### src/rtl/branch_resolve_unit.sv
// Branch resolve unit: registered Z/N/C/V flags with same-cycle forwarding, eight-way
// condition evaluation and a post-branch flush sequencer. Optional taken counter: BRANCH_STATS_EN.
module branch_resolve_unit #(
    parameter int FLUSH_CYCLES = 2,
    parameter int CNT_W        = 16
) (
    input  logic             clk,
    input  logic             rst_n,
    input  logic             branch,
    input  logic [2:0]       cond,
    input  logic             flag_we,
    input  logic             zero_in,
    input  logic             neg_in,
    input  logic             carry_in,
    input  logic             ovf_in,
    output logic             pc_src,
    output logic             flush,
    output logic [3:0]       flags_q,
    output logic [CNT_W-1:0] taken_cnt
);

    typedef enum logic {
        IDLE  = 1'b0,
        FLUSH = 1'b1
    } state_t;

    // Counter is preloaded with FLUSH_CYCLES-1 so the window spans exactly FLUSH_CYCLES cycles.
    localparam logic [3:0] FLUSH_LOAD = (FLUSH_CYCLES > 0) ? 4'(FLUSH_CYCLES - 1) : 4'd0;

    state_t     state_q;
    logic [3:0] flush_cnt_q;
    logic [3:0] eff_flags;
    logic       cond_true;
    logic       taken;

    assign eff_flags = flag_we ? {zero_in, neg_in, carry_in, ovf_in} : flags_q;

    // eff_flags = {Z, N, C, V}
    always_comb begin
        cond_true = 1'b0;
        case (cond)
            3'b000:  cond_true = 1'b0;
            3'b001:  cond_true = eff_flags[3];
            3'b010:  cond_true = ~eff_flags[3];
            3'b011:  cond_true = eff_flags[2] ^ eff_flags[0];
            3'b100:  cond_true = ~(eff_flags[2] ^ eff_flags[0]);
            3'b101:  cond_true = ~eff_flags[1];
            3'b110:  cond_true = eff_flags[1];
            3'b111:  cond_true = 1'b1;
            default: cond_true = 1'b0;
        endcase
    end

    assign taken  = rst_n & branch & cond_true & ~flush;
    assign pc_src = taken;

    always_ff @(posedge clk or negedge rst_n) begin
        if (!rst_n) begin
            flags_q <= 4'b0000;
        end else if (flag_we) begin
            flags_q <= {zero_in, neg_in, carry_in, ovf_in};
        end
    end

    always_ff @(posedge clk or negedge rst_n) begin
        if (!rst_n) begin
            state_q     <= IDLE;
            flush_cnt_q <= 4'd0;
            flush       <= 1'b0;
        end else begin
            case (state_q)
                IDLE: begin
                    if (taken && (FLUSH_CYCLES > 0)) begin
                        state_q     <= FLUSH;
                        flush_cnt_q <= FLUSH_LOAD;
                        flush       <= 1'b1;
                    end
                end
                FLUSH: begin
                    if (flush_cnt_q == 4'd0) begin
                        state_q <= IDLE;
                        flush   <= 1'b0;
                    end else begin
                        flush_cnt_q <= flush_cnt_q - 4'd1;
                    end
                end
                default: begin
                    state_q <= IDLE;
                    flush   <= 1'b0;
                end
            endcase
        end
    end

`ifdef BRANCH_STATS_EN
    logic [CNT_W-1:0] cnt_q;

    // Saturating: holds at all-ones rather than wrapping.
    always_ff @(posedge clk or negedge rst_n) begin
        if (!rst_n) begin
            cnt_q <= '0;
        end else if (taken && (cnt_q != {CNT_W{1'b1}})) begin
            cnt_q <= cnt_q + {{(CNT_W-1){1'b0}}, 1'b1};
        end
    end

    assign taken_cnt = cnt_q;
`else
    assign taken_cnt = '0;
`endif

endmodule

### config.mk
export PLATFORM = sky130hd
export DESIGN_NAME = branch_resolve_unit
export DESIGN_NICKNAME = d
export VERILOG_FILES = /design/src/rtl/branch_resolve_unit.sv
export SDC_FILE = /design/constraint.sdc
export NUM_CORES = 1
export LEC_CHECK = 0
export BUFFER_PORTS_ARGS = -buffer_cell sky130_fd_sc_hd__clkbuf_2
export CAP_MARGIN = 15
export CORE_ASPECT_RATIO = 0.9
export CORE_MARGIN = 3
export CORE_UTILIZATION = 40
export CTS_CLUSTER_SIZE = 10
export DETAILED_ROUTE_END_ITERATION = 8
export PLACE_DENSITY = 0.65
export REMOVE_ABC_BUFFERS = 1
export SLEW_MARGIN = 30
export SYNTH_ARGS = -nofsm -noshare
export SYNTH_HDL_FRONTEND = slang
export SYNTH_SLANG_ARGS = --single-unit
### constraint.sdc
create_clock -name clk -period 5.2 [get_ports clk]
set_input_delay 0.52 -clock clk [delete_from_list [all_inputs] [get_ports clk]]
set_output_delay 0.52 -clock clk [all_outputs]
set_load 0.02 [all_outputs]
==> results.cfg, run 1 <==
[power]
peakVddDrop_v = 0.000201
powerDensity_nw_per_um2 = 419
leakage_uw = 0.000461

[final_layout]
multi_input_area_um2 = 477
instances_no_fill = 130
layout_common_cells = conb_1 (16), clkbuf_2 (16), dfrtp_1 (10), nand2_1 (8), nor2_1 (7)
final_core_util = 0.494
drive_gt1_frac = 0.264
area_growth_pct = 8.19
fin_nets = 120
fill_cells = 179
fin_area_um2 = 892
antennaDiodeCount = 0
regArea_um2 = 250

[floorplanning]
dieArea_um2 = 2640
fp.dieH_um = 49.1
num_rows = 14
fp.dieW_um = 53.9
start_util = 0.457
core_um2 = 1800
pin_count = 33

[run]
maxCapViolCount = 0

[global_routing]
grt.total_usage = 0.128
grt_max_degree = 13
overflow = 0
grt_pass1_wl_um = 2500
antenna_found_initial = 0
grt_pass1_vias = 595

[setup_path]
r2r_start = flush_cnt_q[0]
start_kind = primary input
worstReg2RegEnd = flush_cnt_q[2]
path_delay_family = multiplexers
end_kind = primary output
critical_path_arrival_ns = 1.91
cp_num_buf_inv = 2
cp_data_required_time_ns = 4.68
cp_cell_sequence = clkbuf_2 -> mux2i_1 -> mux2i_1 -> nor3_1 -> o21a_1 -> clkbuf_2
max_stage_delay_ns = 0.47
ff2ff_path_depth = 6
r2r_setup_slack_ns = 3.34
cp_slowest_cell = mux2i_1
critPathKind = in2out
crit_end = pc_src
critical_path_depth = 6
cp_max_fo = 7
worstSetupStartpoint = flag_we

[clocking]
cts_resized = 0
root_buffer = clkbuf_4
clk_pin_slew_ns = 0.06
clk_path_buf_depth = 2
cts_buffers = 3
htree_levels = 1
hold_buffers = 0
clock_sinks = 10
cts_tree = built
insertion_delay_ns = 0.26
post_cts_buffers = 0

[timing]
hold_slack_ns = 0.117
fmax_mhz = 412
min_period_ns = 2.43
finalClockSkew_ns = 0.000885
relSlewSlack = 0.612
setup_viol = 0
finalMaxSlewViolations = 0
hold_viol = 0
rsz0062_at_grt = no
setup_tns_ns = 0
min_period_over_period = 0.467
worstMarginPinSlew_ns = 0.578

[route]
remaining_drc_errors = 0
post_drt_wl_per_cell_um = 11.4
drtIter0Drc = 8
wl_um = 1480
vias = 638
vias_per_cell = 4.91
firstDrtPassIters = 3
final_antenna_net_count = 0

[hold_path]
hp-class = in2async

[synth]
synth_cells = 89
avgSynthCellArea_um2 = 9.26
yosys.area.top_type = dfrtp_1
yosys-top-cells-area = dfrtp_1 (30%), buf_4 (15%), mux2_2 (4.1%)
ys_seq_elements = 10
yosysWarnings = 0
ys_seq_area_frac = 0.303
yosysTopAreaCellShare = 0.303
synthesis.area_um2 = 825
yosysUniqueCellTypes = 30

[placed_design]
dpl.cell_count = 126
placed_area_um2 = 856
routabilityCongestion = 0.878
hpwl_um = 1180
portBuffers = 16

[outcome]
status = completed
## cells by family after synthesis
group / count (synthesis) / synth area share
other: 1 / 0.00455
multiplexers: 8 / 0.114
AND/OR/NAND/NOR: 26 / 0.153
buffers and inverters: 23 / 0.187
XOR/XNOR: 3 / 0.0319
flip-flops: 10 / 0.303
adder cells (fa/ha/maj): 2 / 0.0303
AO/OA/AOI/OAI: 16 / 0.176
## sequential cells by signal, summed over array words and instances (netlist names)
name / flops
state_q: 1
flush_cnt_q: 4
flush: 1
flags_q: 4
## cell usage after synthesis
library cell / instances
inv_1: 5
o211ai_1: 2
nand2_1: 8
o311ai_1: 2
conb_1: 1
mux2_4: 2
nand3_1: 1
mux2i_1: 3
or3b_2: 1
buf_6: 1
dfrtp_1: 10
or2_2: 1
clkbuf_1: 1
xor2_1: 2
nor3b_1: 1
nand3b_1: 2
o21ai_0: 1
ha_1: 2
mux2_2: 3
nor3_1: 3
and3_1: 1
o31ai_1: 3
o211a_1: 3
buf_4: 16
o21a_1: 1
o311a_4: 1
xnor2_1: 1
o311ai_0: 3
nor2_1: 7
nand2b_1: 1
## routing by layer
| layer | track usage | vias up | wire [um] |
|---|---|---|---|
| li1 | - | 316 | - |
| met1 | 0.155 | 299 | 671 |
| met2 | 0.190 | 21 | 699 |
| met3 | 0.0642 | 2 | 103 |
| met4 | 0.0511 | 0 | 10 |
| met5 | 0 | - | 0 |
## area by class of cell
type                    count  area share
inverters                   5      0.0210
clock buffers               4      0.0407
flip-flops and latches     10       0.281
well taps                  24      0.0337
repair buffers             16      0.0898
multi-input cells          71       0.534
## report_power, final
| part | leakage (uW) | internal (uW) | total, uW | switching [uW] |
|---|---|---|---|---|
| registers | 0.000121 | 104 | 139 | 35.4 |
| clock network | 0.0000210 | 42.5 | 67.8 | 25.4 |
| logic | 0.000319 | 78.1 | 167 | 88.9 |
| total | 0.000461 | 224 | 374 | 150 |
## worst min path at each step
stage,cells after the start,start,slack (ns),endpoint
detailed placement,1,rst_n,0.41,flush_cnt_q[0]
finish,1,rst_n,0.12,flush_cnt_q[0]
CTS,1,rst_n,0.12,state_q
global route,1,rst_n,0.12,flags_q[0]
global placement,1,rst_n,0.40,flush_cnt_q[0]
floorplan,0,rst_n,0.22,flags_q[0]
## through the flow
step	worst slack, ns	power [uW]
after floorplan	3.21	264
after global placement	2.81	304
after detailed placement	2.76	307
after CTS	2.76	378
after global routing	2.67	415
final	2.77	374
Power figures use the tool's default switching activity.
==> run 2, diff against run 1 <==
Settings changed: PLACE_DENSITY 0.65 to 0.68.
Clock period 5.2 ns to 2 ns, I/O delays scaled along.
==> results.cfg, run 2 (synthesis results as in run 1) <==
[outcome]
status = completed

[timing]
hold_slack_ns = 0.177
fmax_mhz = 530
setup_viol = 0
finalClockSkew_ns = 0.0118
finalMaxSlewViolations = 0
min_period_ns = 1.89
setup_tns_ns = 0
min_period_over_period = 0.944
hold_viol = 0
rsz0062_at_grt = no

[final_layout]
instances_no_fill = 134
regArea_um2 = 250
fill_cells = 164
fin_nets = 124
area_growth_pct = 12.1
largest_registers = flags_q x4, flush_cnt_q x4
layout_common_cells = conb_1 (16), clkbuf_2 (16), dfrtp_1 (10), nand2_1 (8), nor2_1 (7)
fin_area_um2 = 925
drive_gt1_frac = 0.282
multi_input_area_um2 = 477
antennaDiodeCount = 0

[route]
firstDrtPassIters = 4
vias = 661
post_drt_wl_per_cell_um = 11.9
vias_per_cell = 4.93
drtIter0Drc = 17
final_antenna_net_count = 0
remaining_drc_errors = 0
wl_um = 1600

[floorplanning]
core_um2 = 1800
start_util = 0.457
num_rows = 14
fp.dieW_um = 53.9
pin_count = 33
fp.dieH_um = 49.1
dieArea_um2 = 2640

[run]
maxCapViolCount = 0

[power]
powerDensity_nw_per_um2 = 1080
clock_power_share = 0.185
p_switching_uw = 410
swShare = 0.410
total_power_uw = 999
peakVddDrop_v = 0.000686
leakage_uw = 0.000480
p_comb_frac = 0.454
seqPwrFrac = 0.362
p_int_uw = 590

[global_routing]
antenna_found_initial = 0
overflow = 0
grt.total_usage = 0.132
grt_pass1_vias = 555
grt_pass1_wl_um = 2550
grt_max_degree = 13

[setup_path]
worstReg2RegEnd = flush_cnt_q[2]
crit_top_cell = mux2i_1
r2r_setup_slack_ns = 0.23
cp_data_required_time_ns = 1.80
cp_cell_sequence = mux2i_1 -> mux2i_1 -> nor3_1 -> o21a_1 -> clkbuf_2
critPathKind = reg2out
r2r_start = flush_cnt_q[0]
path_delay_family = multiplexers
max_stage_delay_ns = 0.38
cp_max_fo = 4
cp_num_buf_inv = 1
critical_path_arrival_ns = 1.69
cp_slowest_cell = dfrtp_1
ff2ff_path_depth = 6
end_kind = primary output
start_kind = flip-flop

[clocking]
cts_tree = built
cts_resized = 0
insertion_delay_ns = 0.27
htree_levels = 1
clock_sinks = 10
clk_path_buf_depth = 2
cts_buffers = 3
clk_pin_slew_ns = 0.07
root_buffer = clkbuf_4

[placed_design]
dpl.cell_count = 129
placed_area_um2 = 878
hpwl_um = 1290
routabilityCongestion = 0.781
portBuffers = 16

[hold_path]
hold_path_end = flags_q[1]
hp-class = in2reg
hold_depth = 2
hold_start = carry_in
==> run 2: cell count changes in the layout (fill, tap and decap cells not counted) <==
cell	change
dlygate4sd3_1	+1
buf_4	+3
==> run 2: area by class of cell <==
type	count	share of cell area
flip-flops and latches	10	0.271
multi-input cells	71	0.516
well taps	24	0.0325
repair buffers	20	0.122
clock buffers	4	0.0392
inverters	5	0.0203
==> run 2: worst max path at each step <==
stage	start	to	slack [ns]	cells past startpoint
after floorplan	flush_cnt_q[0]	flush_cnt_q[2]	0.32	6
after global placement	flush_cnt_q[1]	flush_cnt_q[2]	0.28	6
after detailed placement	flush_cnt_q[0]	flush_cnt_q[2]	0.22	6
after CTS	flags_q[3]	pc_src	0.12	5
after global routing	flags_q[3]	pc_src	0.03	5
final	flags_q[3]	pc_src	0.11	5
==> run 2: layer usage <==
metal  wire [um]  up-vias  global-route usage
met3         173        2              0.0703
li1            -      327                   -
met5           0        -                   0
met1         755      300               0.209
met2         663       32               0.153
met4           6        0              0.0255
==> run 2: timing repair <==
action	in CTS	in global routing
hold endpoints to repair	10	0
buffers inserted	0	0
hold buffers	1	0
==> run 2: power by group through the flow <==
stage                     combinational [uW]  clock, uW  sequential [uW]
after floorplan                          329          0              358
after global placement                   449          0              363
after detailed placement                 451          0              363
after CTS                                454        192              359
after global routing                     509        203              377
final                                    453        185              361
==> run 2: worst register-to-register path: cells and delay by family (launching register included) <==
family	cells	cell delay, ns
simple gates	2	0.70
flops	1	0.38
fa+ha+maj	1	0.19
buf+inv	1	0.12
compound gates	2	0.26
==> run 2: metrics by stage <==
stage	setup WS (ns)	util
2_1_floorplan	0.325	-
6_report	0.112	0.512
5_1_grt	0.0322	0.512
3_3_place_gp	0.277	0.487
3_5_place_dp	0.223	0.487
4_1_cts	0.116	0.512
